`config.mk`:
```
export PLATFORM = sky130hd
export DESIGN_NAME = tt_sweep_capture
export DESIGN_NICKNAME = d
export VERILOG_FILES = /design/src/rtl/tt_pkg.sv /design/src/rtl/hold_timer.sv /design/src/rtl/tt_sweep_capture.sv
export SDC_FILE = /design/constraint.sdc
export NUM_CORES = 1
export LEC_CHECK = 0
export CORE_ASPECT_RATIO = 1.1
export CORE_UTILIZATION = 46
export DETAILED_ROUTE_END_ITERATION = 6
export GPL_TIMING_DRIVEN = 0
export PLACE_DENSITY = 0.75
export SLEW_MARGIN = 30
export SYNTH_ARGS = -nofsm -noshare
export SYNTH_HDL_FRONTEND = slang
export SYNTH_SLANG_ARGS = --single-unit
```
`constraint.sdc`:
```
create_clock -name clk -period 1.55 [get_ports clk]
set_input_delay 0.155 -clock clk [delete_from_list [all_inputs] [get_ports clk]]
set_output_delay 0.155 -clock clk [all_outputs]
set_load 0.05 [all_outputs]
```
`src/rtl/tt_pkg.sv`:
```
`default_nettype none
// ============================================================================
// Module : tt_pkg
// Brief  : Shared constants, state encoding and width helper for the sweep.
// Rev    : 1.0
// ============================================================================
package tt_pkg;

    localparam int N_ROWS = 16;
    localparam int ROW_W  = 4;
    localparam int ONES_W = 5;

    localparam logic [1:0] ST_IDLE = 2'd0;
    localparam logic [1:0] ST_RUN  = 2'd1;
    localparam logic [1:0] ST_DONE = 2'd2;

    typedef enum logic [1:0] {
        IDLE = ST_IDLE,
        RUN  = ST_RUN,
        DONE = ST_DONE
    } state_e;

    // A 1-cycle hold still needs a 1-bit counter.
    function automatic int hold_w(input int n);
        return (n <= 2) ? 1 : $clog2(n);
    endfunction

endpackage
`default_nettype wire

```
`src/rtl/hold_timer.sv`:
```
`default_nettype none
// ============================================================================
// Module : hold_timer
// Brief  : Counts clocks within a hold window; flags the window's last clock.
// Rev    : 1.0
// ============================================================================
module hold_timer
    import tt_pkg::*;
#(
    parameter int HOLD_CYCLES = 5
) (
    input  logic clk,
    input  logic rst,
    input  logic clr,
    input  logic en,
    output logic last
);

    localparam int         CNT_W    = hold_w(HOLD_CYCLES);
    localparam logic [CNT_W-1:0] LAST_CNT = CNT_W'(HOLD_CYCLES - 1);

    logic [CNT_W-1:0] count_q;
    logic [CNT_W-1:0] count_d;

    assign last = en && (count_q == LAST_CNT);

    always_comb begin
        count_d = count_q;
        if (clr) begin
            count_d = '0;
        end else if (en) begin
            count_d = last ? '0 : count_q + CNT_W'(1);
        end
    end

    always_ff @(posedge clk or posedge rst) begin
        if (rst) begin
            count_q <= '0;
        end else begin
            count_q <= count_d;
        end
    end

endmodule
`default_nettype wire

```
`src/rtl/tt_sweep_capture.sv`:
```
`default_nettype none
// ============================================================================
// Module : tt_sweep_capture
// Brief  : Sweeps a 4-input function block through all rows and captures f.
// Rev    : 1.0
// ============================================================================
module tt_sweep_capture
    import tt_pkg::*;
#(
    parameter int HOLD_CYCLES = 5
) (
    input  logic                clk,
    input  logic                rst,
    input  logic                start,
    input  logic                f_in,
    output logic                x1,
    output logic                x2,
    output logic                x3,
    output logic                x4,
    output logic                busy,
    output logic                done,
    output logic [N_ROWS-1:0]   tt,
    output logic [ONES_W-1:0]   ones
);

    state_e              state_q, state_d;
    logic [ROW_W-1:0]    idx_q,   idx_d;
    logic [N_ROWS-1:0]   tt_q,    tt_d;
    logic [ONES_W-1:0]   ones_q,  ones_d;
    logic                w_last;

    hold_timer #(
        .HOLD_CYCLES (HOLD_CYCLES)
    ) u_hold_timer (
        .clk  (clk),
        .rst  (rst),
        .clr  (state_q == IDLE),
        .en   (state_q == RUN),
        .last (w_last)
    );

    always_comb begin
        state_d = state_q;
        idx_d   = idx_q;
        tt_d    = tt_q;
        ones_d  = ones_q;
        case (state_q)
            IDLE: begin
                if (start) begin
                    state_d = RUN;
                    idx_d   = '0;
                    tt_d    = '0;
                    ones_d  = '0;
                end
            end
            RUN: begin
                if (w_last) begin
                    tt_d[idx_q] = f_in;
                    ones_d      = ones_q + ONES_W'(f_in);
                    // idx drops back to 0 on the final row so x1..x4 read 0 in DONE.
                    if (idx_q == ROW_W'(N_ROWS - 1)) begin
                        state_d = DONE;
                        idx_d   = '0;
                    end else begin
                        idx_d = idx_q + ROW_W'(1);
                    end
                end
            end
            DONE: begin
                state_d = IDLE;
            end
            default: begin
                state_d = IDLE;
            end
        endcase
    end

    always_ff @(posedge clk or posedge rst) begin
        if (rst) begin
            state_q <= IDLE;
            idx_q   <= '0;
            tt_q    <= '0;
            ones_q  <= '0;
        end else begin
            state_q <= state_d;
            idx_q   <= idx_d;
            tt_q    <= tt_d;
            ones_q  <= ones_d;
        end
    end

    assign {x1, x2, x3, x4} = idx_q;
    assign busy             = (state_q == RUN);
    assign done             = (state_q == DONE);
    assign tt               = tt_q;
    assign ones             = ones_q;

endmodule
`default_nettype wire

```
==> run summary <==
CTS tree = yes
Max IR drop VDD = 0.000986 V
Max stage delay cell, worst path = dfrtp_2
Final setup fails = 2
DP HPWL = 2.78 mm
Simple-Gate Fraction of Synth Area = 18.8%
CP arrival = 1810 ps
Port bufs = 30
CTS Buffer Depth = 2
Dpl cell area = 0.00203 mm^2
Worst Reg-to-Reg Cells = 5
Post-synth top flop = dfrtp_1
Final period util = 102%
Maximum clock rate = 631 MHz
Grt ovf = 0
Compound-Gate Fraction of Synth Area = 20.7%
YS warnings = 0
First-pass GRT wire length = 6.71 mm
Fin Hold WS = 215 ps
Clock insertion delay at the later pin of the skew report = 340 ps
CP max FO = 6
Ports = 31
P per Cell Area = 1310 mW/mm^2
Placeable Area = 0.00339 mm^2
Layout cells sized above 1 = 30.0%
Clk root buf = clkbuf_4
Initial antenna violation count = 0
Adder-Cell Fraction of Synth Area = 6.04%
Max-cap violations = 0
Sw frac = 43.6%
Sw Pwr = 1320 uW
Routed WL per cell = 16.5 um
DIE AREA = 0.00385 mm^2
Mapped Cells = 162
GRT Overall Usage = 23.7%
Mux cell area share after synthesis = 1.28%
Setup crit start kind = flop
Relative slew slack = 57.8%
HP Class = in -> async
Failing checks = setup timing
Yosys reg bits = 30
Placed cell count = 240
Final nets = 224
Xor/xnor share of the synthesized area = 0%
RSZ-0062 raised after global routing = yes
Vias after detailed routing = 1507
Leakage = 0.00110 uW
Status = finished, violations left
Yosys top cell by area = dfrtp_1
Syn avg cell area = 10.2 um^2
Worst-margin pin slew = 633 ps
Largest family of logic cells by synthesized area = compound AO/OA/AOI/OAI gates
Most frequent cell after synthesis = dfrtp_1
Non-Filler Instances = 261
H-Tree Depth = 2
Routed vias/inst = 5.77
Die Y-Extent = 64.9 um
FP Rows = 22
Synth Net Count = 174
Antenna viol nets, final = 0
Int Power = 1720 uW
1st-iter DRT viols = 76
Most frequent cells after synthesis = dfrtp_1 (30), inv_1 (19), o22ai_1 (14), a22oi_1 (9)
Vias in the first global route = 1401
CTS Buf Count = 5
Initial core utilization = 48.9%
Critical path depth = 5
Final Skew = 11.2 ps
Placer congestion estimate = 0.861
Critical Path, Cell by Cell = buf_6 -> and4b_1 -> buf_6 -> nor2_4 -> mux2_4
Post-synth EDFFs = 0
R2R Setup Slk = -40 ps
Crit path max-delay family = flip-flops
Routed wire length = 4.31 mm
Synth top area cells = dfrtp_1 (45%), ha_1 (6.0%), o22ai_1 (5.3%)
DRC Markers = 0
Sequential area share after synthesis = 45.3%
Num Clock Sinks = 30
Synth cell types = 40
Post-CTS Hold Buffers = 0
Max-slew violations = 0
Logic pwr share = 48.9%
Antenna cells = 0
Maximum number of pins on one net before global-route repair = 31
Crit. End Element = flop
Clk pwr share = 16.4%
Area Growth Syn to Fin = 40.0%
WS Path Type = reg -> reg
FFs w/ async S/R, synth = 100%
Slowest stage delay, CP = 460 ps
Final number of hold-violating endpoints = 0
Die W = 59.2 um
Fin area = 0.00232 mm^2
1st-pass router iterations = 4
Setup WS post-layout = -35.3 ps
Mapped Area = 0.00166 mm^2
Buf/Inv on CP = 2
WP data required = 1770 ps
Crit path time final = 1590 ps
Register share of total power = 34.7%
Yosys top cell area share = 45.3%
Clock-pin slew on the worst setup and hold paths = 100 ps
Most Frequent Cell on Critical Path = buf_6
-- sequential cells by signal, indices dropped and copies added (netlist names) --
name                  count
u_hold_timer.count_q      3
idx_q                     4
ones                      5
tt                       16
state_q                   2
-- final cells by class --
type	count	area [um^2]
fillers	256	1070
multi-input cells	102	900
flip-flops and latches	30	758
repair buffers	43	377
plain buffers	11	91.3
inverters	19	73.8
well taps	48	60.1
clock buffers	7	55.1
clock inverters	1	5.00
-- final timing paths --
path / startpoint / to
setup / recovery: state_q[0] / idx_q[0]
hold / removal: rst / tt[3]
setup reg to reg: state_q[0] / idx_q[0]
hold reg to reg: ones[4] / ones[4]
max in group asynchronous: rst / idx_q[1]
min in group clk: ones[4] / ones[4]
-- cells by family after synthesis --
| logic type | Yosys count |
|---|---|
| and+or+nand+nor | 45 |
| adders and majority gates | 8 |
| DFF | 30 |
| AOI/OAI and AO/OA | 47 |
| muxes | 2 |
| buffers and inverters | 30 |
-- cells in the final DEF, fill, tap and decap left out, drive strengths merged, types with 6 or more instances in the layout --
master | Yosys | final
nand2 | 8 | 8
buf | 5 | 21
clkbuf | 6 | 12
ha | 8 | 8
dlygate4sd2 | 0 | 25
dfrtp | 30 | 30
inv | 19 | 19
o22ai | 14 | 14
nand3 | 7 | 7
a22oi | 9 | 9
nand3b | 6 | 6
-- worst reg2reg max path: stages (launching register included) --
cell and delay (ps):
dfrtp_2 460, buf_6 140, and4b_1 200, buf_6 140, nor2_4 210, mux2_4 320
-- metal layers --
layer	GRT usage, %	wire length, um	vias to the layer above
met2	38.2	2180	45
met4	10.1	77	0
met5	0	0	-
met3	5.39	221	8
met1	29.8	1840	742
li1	-	-	712
-- through the flow --
step,util (%),power [uW],setup WS (ps),setup TNS (ps)
after global routing,68.5,3210,-107,-629
after floorplan,-,1980,0.586,0
after CTS,63.3,2870,-6.90,-9.72
after detailed placement,60.1,2360,-338,-2770
final,68.5,3040,-35.3,-41.4
after global placement,60.1,2310,-344,-2250
-- power groups by stage --
stage | logic, uW | clock network (uW) | registers (uW)
final | 1490 | 499 | 1060
after global routing | 1600 | 540 | 1070
after CTS | 1320 | 505 | 1040
after detailed placement | 1290 | 0 | 1070
after global placement | 1250 | 0 | 1060
after floorplan | 585 | 0 | 1400
-- what timing repair did --
action                     in CTS  in global routing
pin swaps                       4                  6
buffers inserted                6                  7
cloned                          0                  0
gates resized for setup        51                 30
setup endpoints to repair      44                 23
(Power assumes the default switching activity.)
